==> config.mk <==
export PLATFORM = sky130hd
export DESIGN_NAME = serial_add_ctrl_flat
export DESIGN_NICKNAME = d
export VERILOG_FILES = /design/src/rtl/serial_add_ctrl_if.sv /design/src/rtl/serial_add_ctrl.sv /design/src/flat_wrapper.sv
export SDC_FILE = /design/constraint.sdc
export NUM_CORES = 1
export LEC_CHECK = 0
export BUFFER_PORTS_ARGS = -buffer_cell sky130_fd_sc_hd__buf_2
export CORE_MARGIN = 3
export CORE_UTILIZATION = 54
export CTS_CLUSTER_SIZE = 14
export DETAILED_ROUTE_END_ITERATION = 8
export PLACE_DENSITY_LB_ADDON = 0.05
export SLEW_MARGIN = 20
export SYNTH_ARGS = -nofsm -noshare
export SYNTH_HDL_FRONTEND = slang
export SYNTH_SLANG_ARGS = --single-unit
==> constraint.sdc <==
create_clock -name i_clk -period 2.8 [get_ports i_clk]
set_clock_uncertainty 0.05 [all_clocks]
set_input_delay 0.42 -clock i_clk [delete_from_list [all_inputs] [get_ports i_clk]]
set_output_delay 0.42 -clock i_clk [all_outputs]
set_load 0.05 [all_outputs]
==> src/rtl/serial_add_ctrl_if.sv <==
// Requester-side handshake bundle for serial_add_ctrl: start/operands in,
// busy/done/result out. The master modport is the requester, slave the controller.
interface serial_add_ctrl_if #(
  parameter int WIDTH = 8
);
  logic             i_start;
  logic [WIDTH-1:0] i_opA;
  logic [WIDTH-1:0] i_opB;
  logic             i_carry;
  logic             o_busy;
  logic             o_done;
  logic [WIDTH-1:0] o_sum;
  logic             o_carry;

  modport master (
    output i_start, i_opA, i_opB, i_carry,
    input  o_busy, o_done, o_sum, o_carry
  );

  modport slave (
    input  i_start, i_opA, i_opB, i_carry,
    output o_busy, o_done, o_sum, o_carry
  );
endinterface

==> src/rtl/serial_add_ctrl.sv <==
// WIDTH-bit adder sequencer driving an external 2-bit full-adder slice, one digit
// per cycle, LSB first. Define SERIAL_ADD_OVF_EN to add the o_overflow output.
module serial_add_ctrl #(
  parameter int WIDTH = 8
) (
  input  logic               i_clk,
  input  logic               i_rst,
  serial_add_ctrl_if.slave   req,
  output logic               o_bitA0,
  output logic               o_bitA1,
  output logic               o_bitB0,
  output logic               o_bitB1,
  output logic               o_slice_carry,
  input  logic               i_sum0,
  input  logic               i_sum1,
  input  logic               i_slice_carry
`ifdef SERIAL_ADD_OVF_EN
  ,
  output logic               o_overflow
`endif
);

  localparam int DIGITS = WIDTH / 2;
  localparam int IDX_W  = (DIGITS > 1) ? $clog2(DIGITS) : 1;

  typedef enum logic [1:0] {
    ST_IDLE = 2'd0,
    ST_RUN  = 2'd1,
    ST_DONE = 2'd2
  } state_e;

  state_e             state_q, state_d;
  logic [IDX_W-1:0]   idx_q, idx_d;
  logic               carry_q, carry_d;
  logic [WIDTH-1:0]   opa_q, opa_d;
  logic [WIDTH-1:0]   opb_q, opb_d;
  logic [WIDTH-1:0]   sum_q, sum_d;
  logic               cout_q, cout_d;
`ifdef SERIAL_ADD_OVF_EN
  logic               ovf_q, ovf_d;
`endif

  logic [IDX_W:0]     bit_idx_s;
  logic               last_s;

  assign bit_idx_s = {idx_q, 1'b0};
  assign last_s    = (idx_q == IDX_W'(DIGITS - 1));

  // State and datapath registers
  always_ff @(posedge i_clk) begin
    if (i_rst) begin
      state_q <= ST_IDLE;
      idx_q   <= '0;
      carry_q <= 1'b0;
      opa_q   <= '0;
      opb_q   <= '0;
      sum_q   <= '0;
      cout_q  <= 1'b0;
`ifdef SERIAL_ADD_OVF_EN
      ovf_q   <= 1'b0;
`endif
    end else begin
      state_q <= state_d;
      idx_q   <= idx_d;
      carry_q <= carry_d;
      opa_q   <= opa_d;
      opb_q   <= opb_d;
      sum_q   <= sum_d;
      cout_q  <= cout_d;
`ifdef SERIAL_ADD_OVF_EN
      ovf_q   <= ovf_d;
`endif
    end
  end

  // Next-state and datapath update
  always_comb begin
    state_d = state_q;
    idx_d   = idx_q;
    carry_d = carry_q;
    opa_d   = opa_q;
    opb_d   = opb_q;
    sum_d   = sum_q;
    cout_d  = cout_q;
`ifdef SERIAL_ADD_OVF_EN
    ovf_d   = ovf_q;
`endif
    case (state_q)
      ST_IDLE: begin
        if (req.i_start) begin
          state_d = ST_RUN;
          idx_d   = '0;
          carry_d = req.i_carry;
          opa_d   = req.i_opA;
          opb_d   = req.i_opB;
          sum_d   = '0;
          cout_d  = 1'b0;
`ifdef SERIAL_ADD_OVF_EN
          ovf_d   = 1'b0;
`endif
        end else begin
          state_d = ST_IDLE;
        end
      end
      ST_RUN: begin
        sum_d[bit_idx_s +: 2] = {i_sum1, i_sum0};
        carry_d               = i_slice_carry;
        // The final digit also commits the carry-out and leaves RUN.
        if (last_s) begin
          cout_d  = i_slice_carry;
          idx_d   = '0;
          state_d = ST_DONE;
`ifdef SERIAL_ADD_OVF_EN
          ovf_d   = (opa_q[WIDTH-1] == opb_q[WIDTH-1]) && (i_sum1 != opa_q[WIDTH-1]);
`endif
        end else begin
          idx_d   = idx_q + IDX_W'(1);
          state_d = ST_RUN;
        end
      end
      ST_DONE: begin
        state_d = ST_IDLE;
      end
      default: begin
        state_d = ST_IDLE;
      end
    endcase
  end

  // Slice drive, forced low outside RUN
  always_comb begin
    o_bitA0       = 1'b0;
    o_bitA1       = 1'b0;
    o_bitB0       = 1'b0;
    o_bitB1       = 1'b0;
    o_slice_carry = 1'b0;
    if (state_q == ST_RUN) begin
      {o_bitA1, o_bitA0} = opa_q[bit_idx_s +: 2];
      {o_bitB1, o_bitB0} = opb_q[bit_idx_s +: 2];
      o_slice_carry      = carry_q;
    end else begin
      o_bitA0       = 1'b0;
      o_bitA1       = 1'b0;
      o_bitB0       = 1'b0;
      o_bitB1       = 1'b0;
      o_slice_carry = 1'b0;
    end
  end

  assign req.o_busy  = (state_q == ST_RUN);
  assign req.o_done  = (state_q == ST_DONE);
  assign req.o_sum   = sum_q;
  assign req.o_carry = cout_q;
`ifdef SERIAL_ADD_OVF_EN
  assign o_overflow  = ovf_q;
`endif

endmodule
==> src/flat_wrapper.sv <==
// flat-port wrapper written by rule: the top's interface ports become plain ports
module serial_add_ctrl_flat 
#(
  parameter int WIDTH = 8
)
  (i_clk, i_rst, o_bitA0, o_bitA1, o_bitB0, o_bitB1, o_slice_carry, i_sum0, i_sum1, i_slice_carry, req_i_start, req_i_opA, req_i_opB, req_i_carry, req_o_busy, req_o_done, req_o_sum, req_o_carry);
  serial_add_ctrl_if #(.WIDTH(WIDTH)) req_i ();
  input  logic i_clk;
  input  logic i_rst;
  output logic o_bitA0;
  output logic o_bitA1;
  output logic o_bitB0;
  output logic o_bitB1;
  output logic o_slice_carry;
  input  logic i_sum0;
  input  logic i_sum1;
  input  logic i_slice_carry;
  input wire logic [$bits(req_i.i_start)-1:0] req_i_start;
  input wire logic [$bits(req_i.i_opA)-1:0] req_i_opA;
  input wire logic [$bits(req_i.i_opB)-1:0] req_i_opB;
  input wire logic [$bits(req_i.i_carry)-1:0] req_i_carry;
  output wire logic [$bits(req_i.o_busy)-1:0] req_o_busy;
  output wire logic [$bits(req_i.o_done)-1:0] req_o_done;
  output wire logic [$bits(req_i.o_sum)-1:0] req_o_sum;
  output wire logic [$bits(req_i.o_carry)-1:0] req_o_carry;
  assign req_i.i_start = req_i_start;
  assign req_i.i_opA = req_i_opA;
  assign req_i.i_opB = req_i_opB;
  assign req_i.i_carry = req_i_carry;
  assign req_o_busy = req_i.o_busy;
  assign req_o_done = req_i.o_done;
  assign req_o_sum = req_i.o_sum;
  assign req_o_carry = req_i.o_carry;
  serial_add_ctrl #(.WIDTH(WIDTH)) u_core (.i_clk(i_clk), .i_rst(i_rst), .req(req_i), .o_bitA0(o_bitA0), .o_bitA1(o_bitA1), .o_bitB0(o_bitB0), .o_bitB1(o_bitB1), .o_slice_carry(o_slice_carry), .i_sum0(i_sum0), .i_sum1(i_sum1), .i_slice_carry(i_slice_carry));
endmodule
==> results of run 1 <==
tightest hold or removal path, stage by stage:
cell     delay [ps]
buf_2            90
nand2_1          50
a21oi_1          50
kinds of logic after synthesis:
family,after synthesis,share of synthesized area (%)
AND/OR/NAND/NOR,57,21.7
AO/OA/AOI/OAI,34,15.1
flip-flops,30,42.1
multiplexers,9,11.2
buffers and inverters,13,4.65
adder cells (fa/ha/maj),6,5.26
routing by layer:
metal | wire, um | vias up
met1 | 1340 | 549
met2 | 1380 | 31
met4 | 44 | 0
li1 | - | 594
met3 | 157 | 4
met5 | 0 | -
worst paths after layout:
path	slack (ps)	to	start
max reg2reg	790	u_core.req.o_sum[0]$_SDFFE_PP0P_	u_core.idx_q[0]$_SDFFE_PP0P_
max	380	o_bitA1	u_core.state_q[0]$_SDFF_PP0_
min reg2reg	400	u_core.opa_q[5]$_SDFFE_PP0P_	u_core.opa_q[5]$_SDFFE_PP0P_
min	280	u_core.opa_q[5]$_SDFFE_PP0P_	req_i_opA[5]
layout make-up:
cell class	count	share of cell area, %
Timing Repair Buffer	38	11.5
Clock buffer	7	2.73
Multi-Input combinational cell	106	46.1
Inverter	5	1.14
Tap cell	28	2.12
Sequential cell	30	36.4
power groups by stage:
stage               clock network (W)   logic, W  registers, W
finish                       0.000229   0.000122      0.000461
global route                 0.000261   0.000136      0.000464
CTS                          0.000237   0.000123      0.000461
detailed placement                  0   0.000123      0.000471
global placement                    0   0.000118      0.000470
floorplan                           0  0.0000935      0.000467
through the flow:
step | power, W | std cells
2_1_floorplan | 0.000560 | 149
3_3_place_gp | 0.000588 | 207
3_5_place_dp | 0.000594 | 207
4_1_cts | 0.000822 | 214
5_1_grt | 0.000861 | 214
6_report | 0.000813 | 214
synth_stat cells (all sizes together), types with 4 or more instances:
| cell type | count |
|---|---|
| mux4 | 4 |
| a21oi | 20 |
| nand2 | 34 |
| a22o | 8 |
| ha | 6 |
| buf | 4 |
| mux2 | 4 |
| and2 | 4 |
| nor2 | 5 |
| inv | 5 |
| clkbuf | 4 |
| dfxtp | 30 |
registers in the layout, indices dropped and copies added, names as in the netlist:
signal / cells
u_core.opa_q: 8
u_core.opb_q: 8
u_core.idx_q: 2
u_core.carry_q: 1
u_core.req.o_carry: 1
u_core.req.o_sum: 8
u_core.state_q: 2
==> flow_summary.yaml, run 1 <==
critical_path:
  path_depth: 4
  criticalPathCategory: "flop to output port"
  path_buf_inv: 2
  ff2ff_path_depth: 5
  slowest_delay_ps: 650
  critPathCaptureType: "output port"
  path_cells: "or2b_4 -> inv_1 -> and2_1 -> buf_2"
  slowest_stage: "dfxtp_1"
  cp.arrival_ps: 1950
  startpoint_type: "flop"
  crit_family: "flip-flops"
  cp_data_required_time_ps: 2330
  path_max_fanout: 13
yosys:
  synth_flop_cell: "dfxtp_1"
  synth_edf_count: 0
  yosys.area.top_type: "dfxtp_1"
  synthArstFlopShare_pct: 0
  synth_fp_nets: 178
  synth_area_leaders: "dfxtp_1 (42%), nand2_1 (8.9%), mux4_1 (7.4%), a21oi_1 (7.0%), ha_1 (5.3%)"
  yosysSeqAreaShare_pct: 42.1
  yosysUniqueCellTypes: 32
  ys_seq_elements: 30
  synthCells: 149
  syn_area_mm2: 0.00143
  ys_warn_count: 0
  yosysTopAreaCellShare_pct: 42.1
  syn_avg_cell_area_um2: 9.57
floorplanning:
  coreArea_mm2: 0.00236
  die_w_um: 57.4
  die_area_mm2: 0.00329
  start_util_pct: 60.4
  ios: 39
  die_h_um: 57.4
  rows: 17
global_route:
  grt_max_degree: 30
  grt_usage_pct: 19.3
  gr-total-overflow: 0
  grt_use_met1_pct: 23.6
  antenna_found_initial: 0
  grt_pass1_vias: 1125
  grt_pass1_wl_um: 4950
  grt_use_met2_pct: 31.1
  grt.busiest_layer: "met2"
  grtUsageMet3_pct: 7.47
final_layout:
  finish.utilization_pct: 69.8
  final_area_mm2: 0.00165
  multi_input_area_um2: 759
  final_common_cell: "buf_2"
  syn_to_final_growth_pct: 15.6
  fillers: 217
  antenna_cells: 0
  regArea_um2: 601
  nets: 215
  layout_common_cells: "buf_2 (38), nand2_1 (34), dfxtp_1 (30)"
  drive_gt1_share_pct: 28.0
timing:
  hold_violations: 0
  fmax_ghz: 0.413
  holdWs_ps: 282
  period_share_pct: 86.4
  tightest_slew_ps: 614
  drv_slew: 0
  rsz0062_at_grt: "no"
  setup_ws_ps: 380
  final.min_clock_period_ps: 2420
  setup_viol: 0
  tns_ps: 0
  slew_headroom_pct: 59.0
drt:
  num_vias: 1178
  firstDrtPassIters: 4
  drc_errors: 0
  routed_via_density: 5.50
  drt_iter0_drc: 48
  wl_per_cell_um: 13.6
  drt_wl_total_um: 2920
  postRouteAntennaNets: 0
power:
  switching_share_pct: 27.4
  pwr-share-comb_pct: 15.0
  p_leak_nw: 0.727
  pwr-share-clk_pct: 28.2
  pwr_density_cell_mw_per_mm2: 493
  p_seq_share_pct: 56.8
  p_switching_w: 0.000223
  ir_worst_vdd_mv: 0.412
  p_int_w: 0.000590
clock_network:
  cts_buffers: 5
  cts_setup_buffers: 0
  htreeDepth: 2
  holdBufCountCts: 0
  insertion_delay_ps: 320
  cts_sinks: 30
  clock_path_buffers: 2
  ctsResizeCount: 0
  cts.clk_slew.worst_paths_ps: 90
  cts-root-buf: "clkbuf_4"
  cts_tree: "done"
hold_path:
  holdPathStages: 3
  hp-class: "primary input to flop"
place:
  port_buffers: 38
  placed_cell_area_mm2: 0.00160
  routabilityCongestion: 0.732
  pre_cts_ws_ps: 731
  dp_hpwl_um: 2110
outcome:
  status: "complete, no violations"
run:
  cap_violations: 0
Power figures use the tool's default switching activity.
==> run 2, diff against run 1 <==
Settings changed: BUFFER_PORTS_ARGS -buffer_cell sky130_fd_sc_hd__buf_2 to unset, DONT_BUFFER_PORTS set to 1.
==> flow_summary.yaml, run 2 (same netlist as run 1, synthesis figures left out) <==
critical_path:
  criticalPathCategory: "flop to output port"
  cp.arrival_ps: 2000
  path_buf_inv: 1
  critPathCaptureType: "output port"
  path_max_fanout: 13
  slowest_stage: "dfxtp_1"
  slowest_delay_ps: 640
  cp_data_required_time_ps: 2330
  crit_family: "simple AND/OR/NAND/NOR gates"
  path_cells: "or2b_4 -> inv_1 -> and2_1"
  startpoint_type: "flop"
clock_network:
  holdBufCountCts: 0
  cts_buffers: 5
  cts.clk_slew.worst_paths_ps: 90
  insertion_delay_ps: 320
  ctsResizeCount: 0
  cts_sinks: 30
  cts_setup_buffers: 0
  clock_path_buffers: 2
  cts_tree: "done"
  cts-root-buf: "clkbuf_4"
  htreeDepth: 2
run:
  cap_violations: 0
timing:
  rsz0062_at_grt: "no"
  final.min_clock_period_ps: 2470
  tightest_slew_ps: 606
  setup_viol: 0
  fmax_ghz: 0.405
  tns_ps: 0
  hold_violations: 0
  slew_headroom_pct: 59.6
  period_share_pct: 88.3
  drv_slew: 0
  setup_ws_ps: 328
  holdWs_ps: 101
place:
  dp_hpwl_um: 2030
  routabilityCongestion: 0.727
  placed_cell_area_mm2: 0.00144
  pre_cts_ws_ps: 675
  port_buffers: 0
final_layout:
  layout_common_cells: "nand2_1 (34), dfxtp_1 (30), a21oi_1 (20)"
  final_common_cell: "nand2_1"
  syn_to_final_growth_pct: 4.91
  fillers: 220
  antenna_cells: 0
  regArea_um2: 601
  final_area_mm2: 0.00150
  multi_input_area_um2: 759
  drive_gt1_share_pct: 12.5
  nets: 180
floorplanning:
  rows: 17
  ios: 39
  coreArea_mm2: 0.00236
  start_util_pct: 60.4
  die_w_um: 57.4
  die_area_mm2: 0.00329
  die_h_um: 57.4
power:
  pwr_density_cell_mw_per_mm2: 547
  p_leak_nw: 0.579
  p_total_w: 0.000819
  ir_worst_vdd_mv: 0.422
drt:
  firstDrtPassIters: 4
  drt_wl_total_um: 2740
  drc_errors: 0
  postRouteAntennaNets: 0
  wl_per_cell_um: 15.2
  routed_via_density: 6.00
  drt_iter0_drc: 22
  num_vias: 1080
global_route:
  grt_pass1_wl_um: 4870
  grt_pass1_vias: 1042
  antenna_found_initial: 0
  grt_max_degree: 30
  grt_usage_pct: 19.4
  gr-total-overflow: 0
hold_path:
  hp-class: "primary input to flop"
outcome:
  status: "complete, no violations"
-- run 2: final cells by class --
class	count	share of cell area (%)
Multi-Input combinational cell	106	50.8
Clock inverter	1	0.334
Clock buffer	7	3.68
Sequential cell	30	40.1
Inverter	5	1.25
Tap cell	28	2.34
Timing Repair Buffer	3	1.51
-- run 2: final timing paths --
check	slack, ps	cells past startpoint	startpoint	endpoint
setup reg to reg	750	5	u_core.idx_q[0]$_SDFFE_PP0P_	u_core.req.o_sum[4]$_SDFFE_PP0P_
hold reg to reg	400	2	u_core.opb_q[2]$_SDFFE_PP0P_	u_core.opb_q[2]$_SDFFE_PP0P_
setup / recovery	330	3	u_core.state_q[0]$_SDFF_PP0_	o_bitB0
hold / removal	100	1	i_rst	u_core.opb_q[6]$_SDFFE_PP0P_
-- run 2: metrics by stage --
step / std cells / util [%]
6_report: 180 / 63.4
5_1_grt: 180 / 63.4
4_1_cts: 180 / 63.4
3_5_place_dp: 172 / 60.8
3_3_place_gp: 172 / 60.8
2_1_floorplan: 149 / -
-- run 2: power breakdown --
part           leakage (nW)  internal [W]  switching, W
registers             0.245      0.000445     0.0000211
clock network        0.0353      0.000121      0.000140
logic                 0.298     0.0000397     0.0000524
-- run 2: layer usage --
metal  vias to the layer above  part of all wire (%)  global-route usage (%)
met4                         0                   1.7                    6.95
met2                        36                    48                    29.8
met5                         -                     0                       0
met1                       511                    42                    23.5
met3                         7                   8.4                    9.50
li1                        526                     -                       -
